**config.mk**
```make
export PLATFORM = sky130hd
export DESIGN_NAME = io_port_bridge
export DESIGN_NICKNAME = d
export VERILOG_FILES = /design/src/rtl/io_port_bridge.sv
export SDC_FILE = /design/constraint.sdc
export NUM_CORES = 1
export LEC_CHECK = 0
export ABC_AREA = 1
export CAP_MARGIN = 10
export CORE_ASPECT_RATIO = 1.5
export CORE_MARGIN = 1.5
export CORE_UTILIZATION = 45
export DETAILED_ROUTE_END_ITERATION = 8
export PLACE_DENSITY = 0.69
export SYNTH_ARGS = -nofsm -noshare
export SYNTH_HDL_FRONTEND = slang
export SYNTH_SLANG_ARGS = --single-unit
export TNS_END_PERCENT = 1
```
**constraint.sdc**
```tcl
create_clock -name clk -period 1.9 [get_ports clk]
set_input_delay 0.38 -clock clk [delete_from_list [all_inputs] [get_ports clk]]
set_output_delay 0.38 -clock clk [all_outputs]
set_load 0.05 [all_outputs]
```
**src/rtl/io_port_bridge.sv**
```systemverilog
// Processor I/O port bridge: TX FIFO toward the device, RX holding register
// toward the processor, and a rate-limited interrupt pulse per captured word.
// Optional macro IO_INT_MASK_EN adds the int_en interrupt mask input.
module io_port_bridge #(
    parameter int unsigned DATA_W     = 16,
    parameter int unsigned FIFO_DEPTH = 8,
    parameter int unsigned INT_GAP    = 8
) (
    input  logic                        clk,
    input  logic                        reset,
    input  logic [DATA_W-1:0]           cpu_out_data,
    input  logic                        cpu_out_wr,
    output logic [DATA_W-1:0]           cpu_in_data,
    input  logic                        cpu_in_rd,
    output logic                        cpu_int,
`ifdef IO_INT_MASK_EN
    input  logic                        int_en,
`endif
    output logic [DATA_W-1:0]           dev_tx_data,
    output logic                        dev_tx_valid,
    input  logic                        dev_tx_ready,
    input  logic [DATA_W-1:0]           dev_rx_data,
    input  logic                        dev_rx_valid,
    output logic                        dev_rx_ready,
    output logic [$clog2(FIFO_DEPTH):0] tx_count,
    output logic                        tx_drop
);

    localparam int unsigned AW    = $clog2(FIFO_DEPTH);
    localparam int unsigned CW    = AW + 1;
    localparam int unsigned GAP_W = (INT_GAP > 2) ? $clog2(INT_GAP) : 1;

    typedef enum logic [1:0] {
        IDLE  = 2'd0,
        PULSE = 2'd1,
        GAP   = 2'd2
    } int_state_t;

    // ---------------- TX FIFO (first-word-fall-through) ----------------
    logic [DATA_W-1:0] mem [FIFO_DEPTH];
    logic [AW-1:0]     wr_ptr;
    logic [AW-1:0]     rd_ptr;
    logic              push;
    logic              pop;
    logic              full;

    assign full         = (tx_count == CW'(FIFO_DEPTH));
    assign dev_tx_valid = (tx_count != '0);
    assign dev_tx_data  = mem[rd_ptr];
    assign pop          = dev_tx_valid & dev_tx_ready;
    // A pop in the same cycle frees the slot, so a write at full still lands.
    assign push         = cpu_out_wr & (~full | pop);

    always_ff @(posedge clk) begin
        if (push) begin
            mem[wr_ptr] <= cpu_out_data;
        end
    end

    always_ff @(posedge clk or posedge reset) begin
        if (reset) begin
            wr_ptr   <= '0;
            rd_ptr   <= '0;
            tx_count <= '0;
            tx_drop  <= 1'b0;
        end else begin
            if (push) begin
                wr_ptr <= wr_ptr + AW'(1);
            end
            if (pop) begin
                rd_ptr <= rd_ptr + AW'(1);
            end
            case ({push, pop})
                2'b10:   tx_count <= tx_count + CW'(1);
                2'b01:   tx_count <= tx_count - CW'(1);
                default: tx_count <= tx_count;
            endcase
            if (cpu_out_wr & ~push) begin
                tx_drop <= 1'b1;
            end
        end
    end

    // ---------------- RX holding register ----------------
    logic rx_full;
    logic capture;

    assign dev_rx_ready = ~rx_full;
    assign capture      = dev_rx_valid & ~rx_full;

    always_ff @(posedge clk or posedge reset) begin
        if (reset) begin
            cpu_in_data <= '0;
            rx_full     <= 1'b0;
        end else if (capture) begin
            cpu_in_data <= dev_rx_data;
            rx_full     <= 1'b1;
        end else if (cpu_in_rd & rx_full) begin
            rx_full <= 1'b0;
        end
    end

    // ---------------- Interrupt pulse FSM ----------------
    int_state_t        state;
    int_state_t        state_next;
    logic [GAP_W-1:0]  gap_cnt;
    logic [GAP_W-1:0]  gap_cnt_next;
    logic              pending;
    logic              pending_next;
    logic              cpu_int_next;
    logic              int_ok;
    logic              request;

`ifdef IO_INT_MASK_EN
    assign int_ok = int_en;
`else
    assign int_ok = 1'b1;
`endif

    assign request = pending | capture;

    always_ff @(posedge clk or posedge reset) begin
        if (reset) begin
            state   <= IDLE;
            gap_cnt <= '0;
            pending <= 1'b0;
            cpu_int <= 1'b0;
        end else begin
            state   <= state_next;
            gap_cnt <= gap_cnt_next;
            pending <= pending_next;
            cpu_int <= cpu_int_next;
        end
    end

    // Leaving GAP with a request waiting goes straight to PULSE so that pulse
    // starts are exactly INT_GAP cycles apart under back-to-back captures.
    always_comb begin
        state_next = state;
        case (state)
            IDLE: begin
                if (request & int_ok) begin
                    state_next = PULSE;
                end
            end
            PULSE: begin
                state_next = GAP;
            end
            GAP: begin
                if (gap_cnt == '0) begin
                    state_next = (request & int_ok) ? PULSE : IDLE;
                end
            end
            default: begin
                state_next = IDLE;
            end
        endcase
    end

    always_comb begin
        gap_cnt_next = gap_cnt;
        pending_next = request;
        cpu_int_next = 1'b0;
        if (state_next == PULSE) begin
            cpu_int_next = 1'b1;
            pending_next = 1'b0;
        end
        if (state == PULSE) begin
            gap_cnt_next = GAP_W'(INT_GAP - 2);
        end else if ((state == GAP) && (gap_cnt != '0)) begin
            gap_cnt_next = gap_cnt - GAP_W'(1);
        end
    end

endmodule

```
==> results of run 1 <==
==> per-stage QoR <==
step	hold slack, ns	setup TNS [ns]	area [sq um]	std cells	power [W]
floorplan	0.452	-14.99	6640	544	0.00900
global placement	0.465	-19.32	7980	825	0.0117
detailed placement	0.461	-23.78	7980	825	0.0118
CTS	0.271	-4.53	8560	859	0.0151
global route	0.329	-6.09	8570	859	0.0158
finish	0.277	-4.35	8570	859	0.0150
==> worst reg2reg max path: cells and delay by family (launching register included) <==
| kind | cells | cell delay, ns |
|---|---|---|
| compound gates | 1 | 0.12 |
| simple gates | 10 | 0.85 |
| fa+ha+maj | 1 | 0.33 |
| flops | 1 | 0.46 |
==> cell type report <==
cell class | count | area (sq um) | area share
tap | 196 | 245 | 0.0286
clock inverter | 15 | 108 | 0.0126
timing repair buffer | 111 | 1250 | 0.146
inverter | 21 | 78.8 | 0.00920
clock buffer | 17 | 425 | 0.0496
sequential | 163 | 4730 | 0.551
multi-input combinational | 336 | 1730 | 0.202
==> sequential cells by signal, summed over array words and instances, names as in the netlist <==
name         flops
cpu_in_data     16
tx_count         4
rx_full          1
gap_cnt          3
state            2
rd_ptr           3
cpu_int          1
mem            128
wr_ptr           3
tx_drop          1
pending          1
==> power groups by stage <==
stage          clock [W]  combinational, W  sequential [W]
2_1_floorplan          0           0.00376         0.00524
3_3_place_gp           0           0.00680         0.00485
3_5_place_dp           0           0.00695         0.00487
4_1_cts          0.00310           0.00713         0.00483
5_1_grt          0.00324           0.00766         0.00489
6_report         0.00306           0.00714         0.00484
==> cells by family (layout without fill, tap and decap cells) <==
kind of cell               Yosys count  after routing
and+or+nand+nor                    217            217
DFF                                163            163
AOI/OAI and AO/OA                   90             90
buffers and inverters               45            164
muxes                               17             17
adders and majority gates            7              7
xor gates and xnor gates             5              5
==> synthesized netlist by cell type (2+ instances only) <==
library cell | number | area (sq um)
edfxtp_1 | 128 | 3840
nand2_1 | 122 | 458
nor2_1 | 78 | 293
dfrtp_1 | 35 | 876
o21ai_0 | 34 | 170
o21ai_1 | 34 | 170
mux2i_1 | 16 | 160
o22ai_1 | 16 | 100
inv_1 | 15 | 56.3
buf_2 | 12 | 60.1
nand3_1 | 7 | 35.0
ha_1 | 6 | 75.1
inv_2 | 5 | 18.8
buf_6 | 4 | 45.0
clkbuf_1 | 4 | 15.0
xor2_1 | 4 | 35.0
nand2_4 | 3 | 33.8
a21oi_1 | 2 | 10.0
buf_1 | 2 | 7.51
buf_4 | 2 | 15.0
nand3_2 | 2 | 20.0
==> metal layers <==
metal,global-route usage,vias up
li1,-,2094
met1,0.226,2097
met2,0.361,138
met3,0.0358,20
met4,0.0890,0
met5,0,-
==> what timing repair did <==
action                                  CTS  global route
endpoints found under the setup margin   30            17
gates cloned                              1             0
resized for setup                        28             6
buffers inserted                          1             0
pin swaps                                 4             5
hold buffers                              0             0
==> worst min-delay path by stage <==
| stage | startpoint | endpoint | slack (ns) |
|---|---|---|---|
| 5_1_grt | reset | cpu_in_data[8] | 0.33 |
| 4_1_cts | reset | cpu_in_data[11] | 0.27 |
| 2_1_floorplan | gap_cnt[2] | gap_cnt[2] | 0.45 |
| 3_3_place_gp | tx_drop | tx_drop | 0.46 |
| 3_5_place_dp | tx_drop | tx_drop | 0.46 |
| 6_report | reset | cpu_in_data[11] | 0.28 |
==> results.py, run 1 <==
metrics = {
    "setup_path": {
        "reg2reg_from": "tx_count[0]",
        "cp-start-kind": "register",
        "path_cells": "buf_12, o21ai_0, o22ai_1, nand2_1, nand2_2, buf_12",
        "worstPathMaxFanout": 52,
        "cp-end-kind": "output port",
        "critPathTopFamily": "flip-flops",
        "slowest_stage": "dfrtp_2",
        "crit_path_end": "dev_tx_data[12]",
        "crit_buf_inv": 2,
        "required_ns": 1.52,
        "critPathKind": "register to output port",
        "timing.rr.end": "tx_count[3]",
        "rr_worst_depth": 12,
        "cp_data_arrival_time_ns": 1.85,
        "rrSetupSlack_ns": 0.07,
        "cpMostUsedCell": "buf_12",
        "slowest_delay_ns": 0.43,
        "cp-startpoint": "rd_ptr[0]",
        "worstSetupPathDepth": 6,
    },
    "detailed_routing": {
        "routed_wl_um": 14300,
        "dr_wl_met3_um": 701,
        "routedLengthMet1_um": 5450,
        "ant_nets": 0,
        "num_vias": 4349,
        "highest_layer": "met4",
        "route.detailed.drc": 0,
        "dr.pass1.iters": 5,
        "drt-initial-drc-count": 329,
        "vias_per_cell": 5.06,
        "route.met2.wl_um": 7920,
        "wl_per_cell_um": 16.7,
    },
    "layout": {
        "drive_gt1_frac": 0.199,
        "final_cell_mix": "edfxtp_1 (128), nand2_1 (110), nor2_1 (68), o21ai_1 (37), clkdlybuf4s50_1 (37)",
        "final_common_cell": "edfxtp_1",
        "diodes": 0,
        "num-fill-cells": 1182,
        "layout.nets": 695,
        "final_core_util": 0.593,
        "syn_to_final_growth_pct": 29.5,
    },
    "synth": {
        "synthAdderAreaFrac": 0.0144,
        "synth.distinct_cells": 34,
        "ys.flop_type": "edfxtp_1",
        "synth_mux_area_frac": 0.0259,
        "synth_compound_area_frac": 0.0733,
        "async_flop_share": 0.215,
        "synth_top_family_by_area": "simple AND/OR/NAND/NOR gates",
        "syn_nets": 589,
        "avgSynthCellArea_sq_um": 12.2,
        "synth_area_sq_mm": 0.00662,
        "yosysSeqAreaShare": 0.713,
        "synthCells": 544,
        "yosys.area_share.simple": 0.133,
        "synth_seq_cells": 163,
        "synth-edff-count": 128,
        "yosys.area_share.xor_xnor": 0.00662,
        "synth_warnings": 0,
    },
    "grt": {
        "grt_pass1_wl_um": 23000,
        "grt_overflow_total": 0,
        "grt_use_total": 0.199,
        "grt_max_degree": 53,
        "grt_pass1_vias": 4616,
        "grt_antenna_before_repair": 0,
    },
    "run_status": {
        "violations": "setup timing",
        "status": "finished with violations",
    },
    "clock_tree": {
        "cts_made_buffers": 17,
        "cts_tree": "yes",
        "cts_root_buffer": "clkbuf_16",
        "cts.clk_slew.worst_paths_ns": 0.06,
        "clkSinkCount": 163,
        "clock_path_buffers": 2,
        "clkLatencyLatePin_ns": 0.42,
        "cts_htree_levels": 4,
    },
    "die": {
        "die_area_sq_mm": 0.0155,
        "die_y_um": 152,
        "core_area_sq_mm": 0.0145,
        "initial_core_util": 0.458,
        "pin_count": 78,
        "std_cell_rows": 54,
        "fp.dieW_um": 102,
    },
    "timing": {
        "final_max_slew_viol_count": 0,
        "tightest_slew_ns": 0.498,
        "fin_skew_ns": 0.00832,
        "slew_headroom": 0.669,
        "fin_ws_ns": -0.326,
        "final.period_utilization": 1.17,
        "finalSetupViolations": 16,
        "fin_crit_ns": 2.23,
        "timing.fmax_mhz": 449,
        "hold_viol": 0,
        "rsz0062_at_grt": "true",
    },
    "place": {
        "io_buffer_count": 77,
        "gp_congestion": 0.793,
        "dp_slack_ns": -0.237,
        "dp_hpwl_um": 9620,
    },
    "flow_run": {
        "cap_violations": 0,
    },
    "power": {
        "power.switching_w": 0.00606,
        "seq_power_share": 0.322,
        "p_int_w": 0.00897,
        "ir_worst_vdd_uv": 1090,
        "power_frac_clock": 0.203,
        "swShare": 0.403,
        "power_density_mw_per_mm2": 1750,
        "combPwrFrac": 0.475,
        "p_leak_nw": 3.38,
    },
    "hold_path": {
        "hold_class": "primary input to asynchronous set/reset pin",
    },
}
(Power assumes the default switching activity.)
==> run 2: changes to the inputs <==
Settings changed: ABC_AREA 1 to default, CORE_ASPECT_RATIO 1.5 to 0.8.
==> results.py, run 2 <==
metrics = {
    "die": {
        "fp.dieW_um": 138,
        "pin_count": 78,
        "initial_core_util": 0.461,
        "std_cell_rows": 39,
        "die_area_sq_mm": 0.0154,
        "die_y_um": 111,
        "core_area_sq_mm": 0.0143,
    },
    "place": {
        "io_buffer_count": 77,
        "gp_congestion": 0.774,
        "dp_hpwl_um": 8110,
        "dp_slack_ns": -0.504,
        "place_inst": 613,
    },
    "synth": {
        "async_flop_share": 0.215,
        "synth_warnings": 0,
        "synth_seq_cells": 163,
        "synth.most_common_cell": "edfxtp_1",
        "synth_top_family_by_area": "multiplexers",
        "syn_nets": 376,
        "synthAdderAreaFrac": 0.0144,
        "synth_top_area_share": 0.583,
        "synthCells": 331,
        "synth_area_sq_mm": 0.00659,
        "avgSynthCellArea_sq_um": 19.9,
        "yosys.area_share.xor_xnor": 0.00797,
        "synth_compound_area_frac": 0.0169,
        "synth.distinct_cells": 38,
        "synth-edff-count": 128,
        "synthTopCellsByCount": "edfxtp_1 (128), dfrtp_1 (35), mux2_2 (33)",
        "yosys.area_share.simple": 0.0359,
        "yosysSeqAreaShare": 0.716,
        "synth_top_area_cell": "edfxtp_1",
        "synth_mux_area_frac": 0.190,
        "ys_top_cells_by_area": "edfxtp_1 (58%), dfrtp_1 (13%), mux4_1 (13%)",
        "ys.flop_type": "edfxtp_1",
    },
    "setup_path": {
        "required_ns": 1.52,
        "cp-start-kind": "register",
        "critPathKind": "register to output port",
        "cp-end-kind": "output port",
        "reg2reg_from": "tx_count[0]",
        "cp_data_arrival_time_ns": 2.13,
        "critPathTopFamily": "multiplexers",
        "slowest_delay_ns": 0.57,
        "path_cells": "buf_6, buf_16, mux4_1, mux2_4, buf_6",
        "cp-startpoint": "rd_ptr[0]",
        "crit_path_end": "dev_tx_data[12]",
        "rr_worst_depth": 9,
        "cpMostUsedCell": "buf_6",
        "worstSetupPathDepth": 5,
        "worstPathMaxFanout": 5,
        "slowest_stage": "mux4_1",
        "crit_buf_inv": 3,
        "rrSetupSlack_ns": -0.24,
        "timing.rr.end": "tx_count[3]",
    },
    "timing": {
        "slew_headroom": 0.666,
        "fin_ws_ns": -0.611,
        "rsz0062_at_grt": "true",
        "tightest_slew_ns": 0.503,
        "finalSetupTns_ns": -9.49,
        "final_max_slew_viol_count": 0,
        "fin_skew_ns": 0.00443,
        "final.period_utilization": 1.32,
        "finalSetupViolations": 17,
        "fin_crit_ns": 2.51,
        "hold_viol": 0,
        "timing.fmax_mhz": 398,
    },
    "clock_tree": {
        "cts_tree": "yes",
        "clkLatencyLatePin_ns": 0.42,
        "clock_path_buffers": 2,
        "cts_root_buffer": "clkbuf_16",
        "cts_hold_buf": 0,
        "cts_htree_levels": 4,
        "clkSinkCount": 163,
        "cts_made_buffers": 17,
        "cts.clk_slew.worst_paths_ns": 0.06,
    },
    "detailed_routing": {
        "drt-initial-drc-count": 190,
        "ant_nets": 0,
        "vias_per_cell": 5.32,
        "wl_per_cell_um": 19.8,
        "route.detailed.drc": 0,
        "dr.pass1.iters": 4,
        "num_vias": 3452,
        "routed_wl_um": 12900,
    },
    "power": {
        "combPwrFrac": 0.433,
        "p_leak_nw": 3.16,
        "p_int_w": 0.00959,
        "power.switching_w": 0.00507,
        "power_frac_clock": 0.240,
        "ir_worst_vdd_uv": 1190,
        "swShare": 0.346,
        "power_density_mw_per_mm2": 1710,
        "seq_power_share": 0.328,
    },
    "layout": {
        "syn_to_final_growth_pct": 30.1,
        "final_cell_mix": "edfxtp_1 (128), clkdlybuf4s50_1 (37), buf_4 (32), dfrtp_1 (30), mux4_2 (29)",
        "diodes": 0,
        "largest_reg_flops": 128,
        "layout.nets": 498,
        "top_register": "mem",
        "final_common_cell": "edfxtp_1",
        "drive_gt1_frac": 0.378,
        "reg.largest.list": "mem (128), cpu_in_data (16), tx_count (4)",
        "final_cells": 649,
    },
    "run_status": {
        "status": "finished with violations",
        "violations": "setup timing",
    },
    "grt": {
        "grt_use_total": 0.180,
        "grt_pass1_wl_um": 20500,
        "grt_pass1_vias": 3621,
        "grt_overflow_total": 0,
        "grt_max_degree": 36,
        "grt_antenna_before_repair": 0,
    },
    "flow_run": {
        "cap_violations": 0,
    },
    "hold_path": {
        "hold_class": "primary input to asynchronous set/reset pin",
    },
}
[run 2: logic make-up (layout without fill, tap and decap cells)]
logic type                 count (synthesis)  in the layout
buffers and inverters                     23            157
DFF                                      163            163
muxes                                     69             69
and+or+nand+nor                           47             47
AOI/OAI and AO/OA                         16             16
adders and majority gates                  7              7
xor gates and xnor gates                   6              6
[run 2: area by class of cell]
type / count / area [sq um]
fill: 1050 / 5720
sequential: 163 / 4730
tap: 184 / 230
multi-input combinational: 145 / 1740
clock buffer: 17 / 425
inverter: 8 / 30.0
timing repair buffer: 118 / 1240
clock inverter: 14 / 188
[run 2: worst min-delay path: stages]
cell and delay [ns]:
clkdlybuf4s50_1 0.39, inv_1 0.05, buf_4 0.38
[run 2: through the flow]
stage / total power, W / util / hold slack [ns] / area, sq um
finish: 0.0147 / 0.600 / 0.347 / 8580
global route: 0.0153 / 0.600 / 0.411 / 8580
floorplan: 0.00864 / - / 0.465 / 6640
CTS: 0.0148 / 0.602 / 0.358 / 8610
global placement: 0.0103 / 0.549 / 0.485 / 7850
detailed placement: 0.0104 / 0.549 / 0.473 / 7850
[run 2: worst min path at each step]
| stage | end | depth (start not counted) |
|---|---|---|
| final | cpu_in_data[12] | 3 |
| after global routing | cpu_in_data[12] | 3 |
| after CTS | cpu_in_data[12] | 3 |
| after detailed placement | tx_drop | 1 |
| after global placement | tx_drop | 1 |
| after floorplan | rx_full | 1 |
[run 2: metal layers]
| layer | share of wire | track usage | up-vias |
|---|---|---|---|
| met5 | 0 | 0 | - |
| met4 | 0.020 | 0.0744 | 0 |
| met3 | 0.039 | 0.0449 | 19 |
| met2 | 0.50 | 0.284 | 100 |
| met1 | 0.44 | 0.241 | 1791 |
| li1 | - | - | 1542 |
[run 2: power groups by stage]
| stage | sequential, W | combinational, W | clock (W) |
|---|---|---|---|
| after CTS | 0.00480 | 0.00636 | 0.00359 |
| after global placement | 0.00482 | 0.00549 | 0 |
| after floorplan | 0.00528 | 0.00337 | 0 |
| final | 0.00481 | 0.00635 | 0.00351 |
| after global routing | 0.00487 | 0.00670 | 0.00375 |
| after detailed placement | 0.00485 | 0.00559 | 0 |
[run 2: what timing repair did]
item | in CTS | in global routing
setup endpoints to repair | 158 | 141
resized for setup | 73 | 19
pin swaps | 1 | 0
cloned | 3 | 0
buffers inserted | 3 | 0
==> variant 1, RTL diff (settings of run 2) <==
Set the parameter `DATA_W` to 32 (it was 16).
--- a/src/rtl/io_port_bridge.sv
+++ b/src/rtl/io_port_bridge.sv
@@ -2,7 +2,7 @@
 // toward the processor, and a rate-limited interrupt pulse per captured word.
 // Optional macro IO_INT_MASK_EN adds the int_en interrupt mask input.
 module io_port_bridge #(
-    parameter int unsigned DATA_W     = 16,
+    parameter int unsigned DATA_W     = 32,
     parameter int unsigned FIFO_DEPTH = 8,
     parameter int unsigned INT_GAP    = 8
 ) (
Interface: changed (resized cpu_in_data, cpu_out_data, dev_rx_data and dev_tx_data); port bits go from 78 to 142. The function was not compared with the original's and may differ.
==> variant 1 against run 2 <==
- the run still ends with negative setup slack left
- synthesized area rose by 82%
- count of clock-buffer cells in the layout rose by 19
- worst setup slack got worse by 0.20 ns
- clock power rose by 61%
- fmax fell by 7.3%
- combinational power rose by 78%
- design area rose by 82%
- final cell count rose by 74%
- routed wire length rose by 85%
- total power rose by 76%
- sequential cell count rose by 144
- critical path depth rose by 1
- non-clock buffer count rose by 76
- critical path type unchanged
- critical endpoint is now dev_tx_data[23]
==> variant 1: results (changes against run 2) <==
ctsHtreeMaxLevel: 1  # was 4
r2r-start: "tx_count[2]$_DFFE_PP0P_"  # was tx_count[0]$_DFFE_PP0P_
dp_hpwl_um: 14800  # was 8110 um
grt_pass1_vias: 6426  # was 3621
fin_ws_ns: -0.809  # was -0.611 ns
num_rows: 53  # was 39
port_buffers: 141  # was 77
gp_congestion: 0.771  # was 0.774
vias: 5915  # was 3452
async_flop_share: 0.166  # was 0.215
syn-num-nets: 626  # was 376
buffer_area_frac: 0.146  # was 0.144
final_util: 0.595  # was 0.600
numCtsBuffers: 29  # was 17
clock_buffers: 36  # was 17
grt_max_degree: 35  # was 36
status: "complete, but fails checks"  # unchanged
setup_violations: 34  # was 17
synthTopCellsByArea: "edfxtp_1 (64%), dfrtp_1 (11%), mux4_2 (6.8%)"  # was edfxtp_1 (58%), dfrtp_1 (13%), mux4_1 (13%)
wire_per_inst_um: 21.1  # was 19.8 um
multiInputGateArea_um2: 2910  # was 1740 um^2
violations: "negative setup slack"  # unchanged
drt_iter0_drc: 357  # was 190
synth_common_cells: "edfxtp_1 (256), mux2_2 (64), dfrtp_1 (51)"  # was edfxtp_1 (128), dfrtp_1 (35), mux2_2 (33)
p_leak_nw: 5.50  # was 3.16 nW
## variant 1: cell types whose count changed in the layout (fill, tap and decap cells not counted), sizes merged
cell / before / now
buf: 63 / 95
mux4: 32 / 64
clkdlybuf4s50: 37 / 69
clkinv: 7 / 13
clkbuf: 17 / 38
dfrtp: 35 / 51
edfxtp: 128 / 256
mux2: 34 / 66
dlygate4sd2: 18 / 28
clkinvlp: 2 / 0
## variant 1: worst paths after layout
kind	end	slack, ns	cells after the start
max	dev_tx_data[23]	-0.81	6
min	tx_count[3]$_DFFE_PP0P_	0.17	2
max reg2reg	tx_count[3]$_DFFE_PP0P_	-0.27	9
min reg2reg	cpu_in_data[26]$_DFFE_PP0P_	0.50	1
max in group asynchronous	cpu_in_data[19]$_DFFE_PP0P_	1.21	3
min in group clk	rx_full$_DFFE_PP0P_	0.39	2
## variant 1: repair_timing
| item | in CTS | in global routing |
|---|---|---|
| buffers inserted | 8 | 0 |
| endpoints found under the setup margin | 302 | 291 |
| pin swaps | 6 | 1 |
| cloned | 2 | 2 |
| gates resized for setup | 98 | 23 |
## variant 1: power breakdown
part	internal [mW]	switching, mW	leakage, nW
combinational	5.20	6.14	2.12
clock	3.34	2.30	0.466
sequential	8.39	0.498	2.92
## variant 1: cell families (layout without fill, tap and decap cells)
group	count (synthesis)	after routing	share of synthesized area
AND/OR/NAND/NOR	47	47	0.0193
adder cells (fa/ha/maj)	7	7	0.00793
XOR/XNOR	6	6	0.00438
buffers and inverters	33	256	0.0177
multiplexers	133	133	0.194
AO/OA/AOI/OAI	16	16	0.00929
flip-flops	307	307	0.748
## variant 1: critical path, delay by kind of cell (launching register included)
kind,cells,cell delay [ns]
mux,2,0.68
buf+inv,4,0.57
flops,1,0.53
==> variant 2, RTL diff (config.mk and constraints of run 2) <==
Without the edit above. Make the reset (`reset`) synchronous in 3 clocked blocks.
--- a/src/rtl/io_port_bridge.sv
+++ b/src/rtl/io_port_bridge.sv
@@ -57,7 +57,7 @@
         end
     end
 
-    always_ff @(posedge clk or posedge reset) begin
+    always_ff @(posedge clk) begin
         if (reset) begin
             wr_ptr   <= '0;
             rd_ptr   <= '0;
@@ -88,7 +88,7 @@
     assign dev_rx_ready = ~rx_full;
     assign capture      = dev_rx_valid & ~rx_full;
 
-    always_ff @(posedge clk or posedge reset) begin
+    always_ff @(posedge clk) begin
         if (reset) begin
             cpu_in_data <= '0;
             rx_full     <= 1'b0;
@@ -119,7 +119,7 @@
 
     assign request = pending | capture;
 
-    always_ff @(posedge clk or posedge reset) begin
+    always_ff @(posedge clk) begin
         if (reset) begin
             state   <= IDLE;
             gap_cnt <= '0;
Function: differs if reset is asserted again (counterexample within 4 cycles, from zero or initial values and one cycle with reset high); with reset held inactive, the same outputs for 10 cycles.
==> variant 2 against run 2 <==
- total power decreased by 21%
- critical path depth is the same
- sequential share of layout area fell by 1.0 points
- routed wire length up 3.8%
- worst setup slack improved by 0.096 ns
- via count rose by 6.3%
- synthesized cell count rose by 15%
- count of clock-buffer cells in the layout is 1 higher
- critical endpoint is now dev_tx_data[15]
- largest power group is now registers
- synthesized area about the same
- design area is 0.38% lower
- the flow still finishes with violations (negative setup slack)
- sequential cell count rose by 3
==> variant 2: results (changes against run 2) <==
synthTopCellsByArea: "edfxtp_1 (58%), dfxtp_1 (12%), mux4_1 (11%)"  # was edfxtp_1 (58%), dfrtp_1 (13%), mux4_1 (13%)
p_seq_frac: 0.372  # was 0.328
wire_per_inst_um: 19.3  # was 19.8 um
dp_cells: 656  # was 613
placed_cell_area_um2: 7880  # was 7850 um^2
hold-path-cell-count: 2
hp-class: "reg -> reg"  # was in -> async
yosysSeqAreaShare: 0.698  # was 0.716
p_leak_nw: 3.01  # was 3.16 nW
grt_pass1_wl_um: 21300  # was 20500 um
syn-num-nets: 425  # was 376
grt_pass1_vias: 3890  # was 3621
yosys-mux-area-fraction: 0.158  # was 0.190
ys_warn_count: 0  # unchanged
clk-power_mw: 3.14  # was 3.51 mW
numCtsBuffers: 17  # unchanged
dp_hpwl_um: 7940  # was 8110 um
grt_max_degree: 33  # was 36
hold_ws_ns: 0.454  # was 0.347 ns
synth-xor-area-share: 0.00929  # was 0.00797
cts-root-buf: "clkbuf_16"  # unchanged
wirelength_um: 13400  # was 12900 um
synth_cell_type_count: 48  # was 38
clock_skew_ns: 0.00964  # was 0.00443 ns
status: "complete, but fails checks"  # unchanged
violations: "negative setup slack"  # unchanged
synth_compound_area_frac: 0.0396  # was 0.0169
syn_inst: 380  # was 331
cp_data_arrival_time_ns: 2.03  # was 2.13 ns
setup_violations: 17  # unchanged
fin_ws_ns: -0.515  # was -0.611 ns
drt_iter0_drc: 339  # was 190
grt_usage: 0.183  # was 0.180
dpl_worst_slack_ns: -0.666  # was -0.504 ns
cp_max_fo: 8  # was 5
synth_common_cells: "edfxtp_1 (128), dfxtp_1 (38), nand2_1 (36)"  # was edfxtp_1 (128), dfrtp_1 (35), mux2_2 (33)
synth_fa_ha_area_frac: 0.0144  # about the same
fin_nets: 541  # was 498
drive_gt1_frac: 0.321  # was 0.378
vias: 3669  # was 3452
switching_power_mw: 3.66  # was 5.07 mW
tns_ns: -8.26  # was -9.49 ns
tightest_slew_ns: 0.549  # was 0.503 ns
timing.rr.end: "tx_count[3]$_SDFFE_PP0P_"  # was tx_count[3]$_DFFE_PP0P_
cts_resized: 82  # was 73
gp_congestion: 0.768  # was 0.774
async_flop_share: 0  # was 0.215
-- variant 2: metal layers --
| metal | share of wire | global-route usage | vias up | wire, um |
|---|---|---|---|---|
| li1 | - | - | 1702 | - |
| met1 | 0.46 | 0.251 | 1868 | 6090 |
| met2 | 0.48 | 0.291 | 84 | 6410 |
| met3 | 0.051 | 0.0436 | 15 | 681 |
| met4 | 0.014 | 0.0604 | 0 | 184 |
| met5 | 0 | 0 | - | 0 |
-- variant 2: layout make-up --
class                           count  area, um^2
Multi-Input combinational cell    186        1860
Timing Repair Buffer              116        1260
Clock inverter                     13         109
Tap cell                          184         230
Inverter                            9        36.3
Sequential cell                   166        4620
Clock buffer                       18         429
Fill cell                        1047        5750
-- variant 2: worst max-delay path, cell delays in order, from the launching register on --
cell and delay, ns:
dfxtp_4 0.38, buf_12 0.12, buf_16 0.14, mux4_2 0.52
mux2_2 0.29, buf_6 0.15
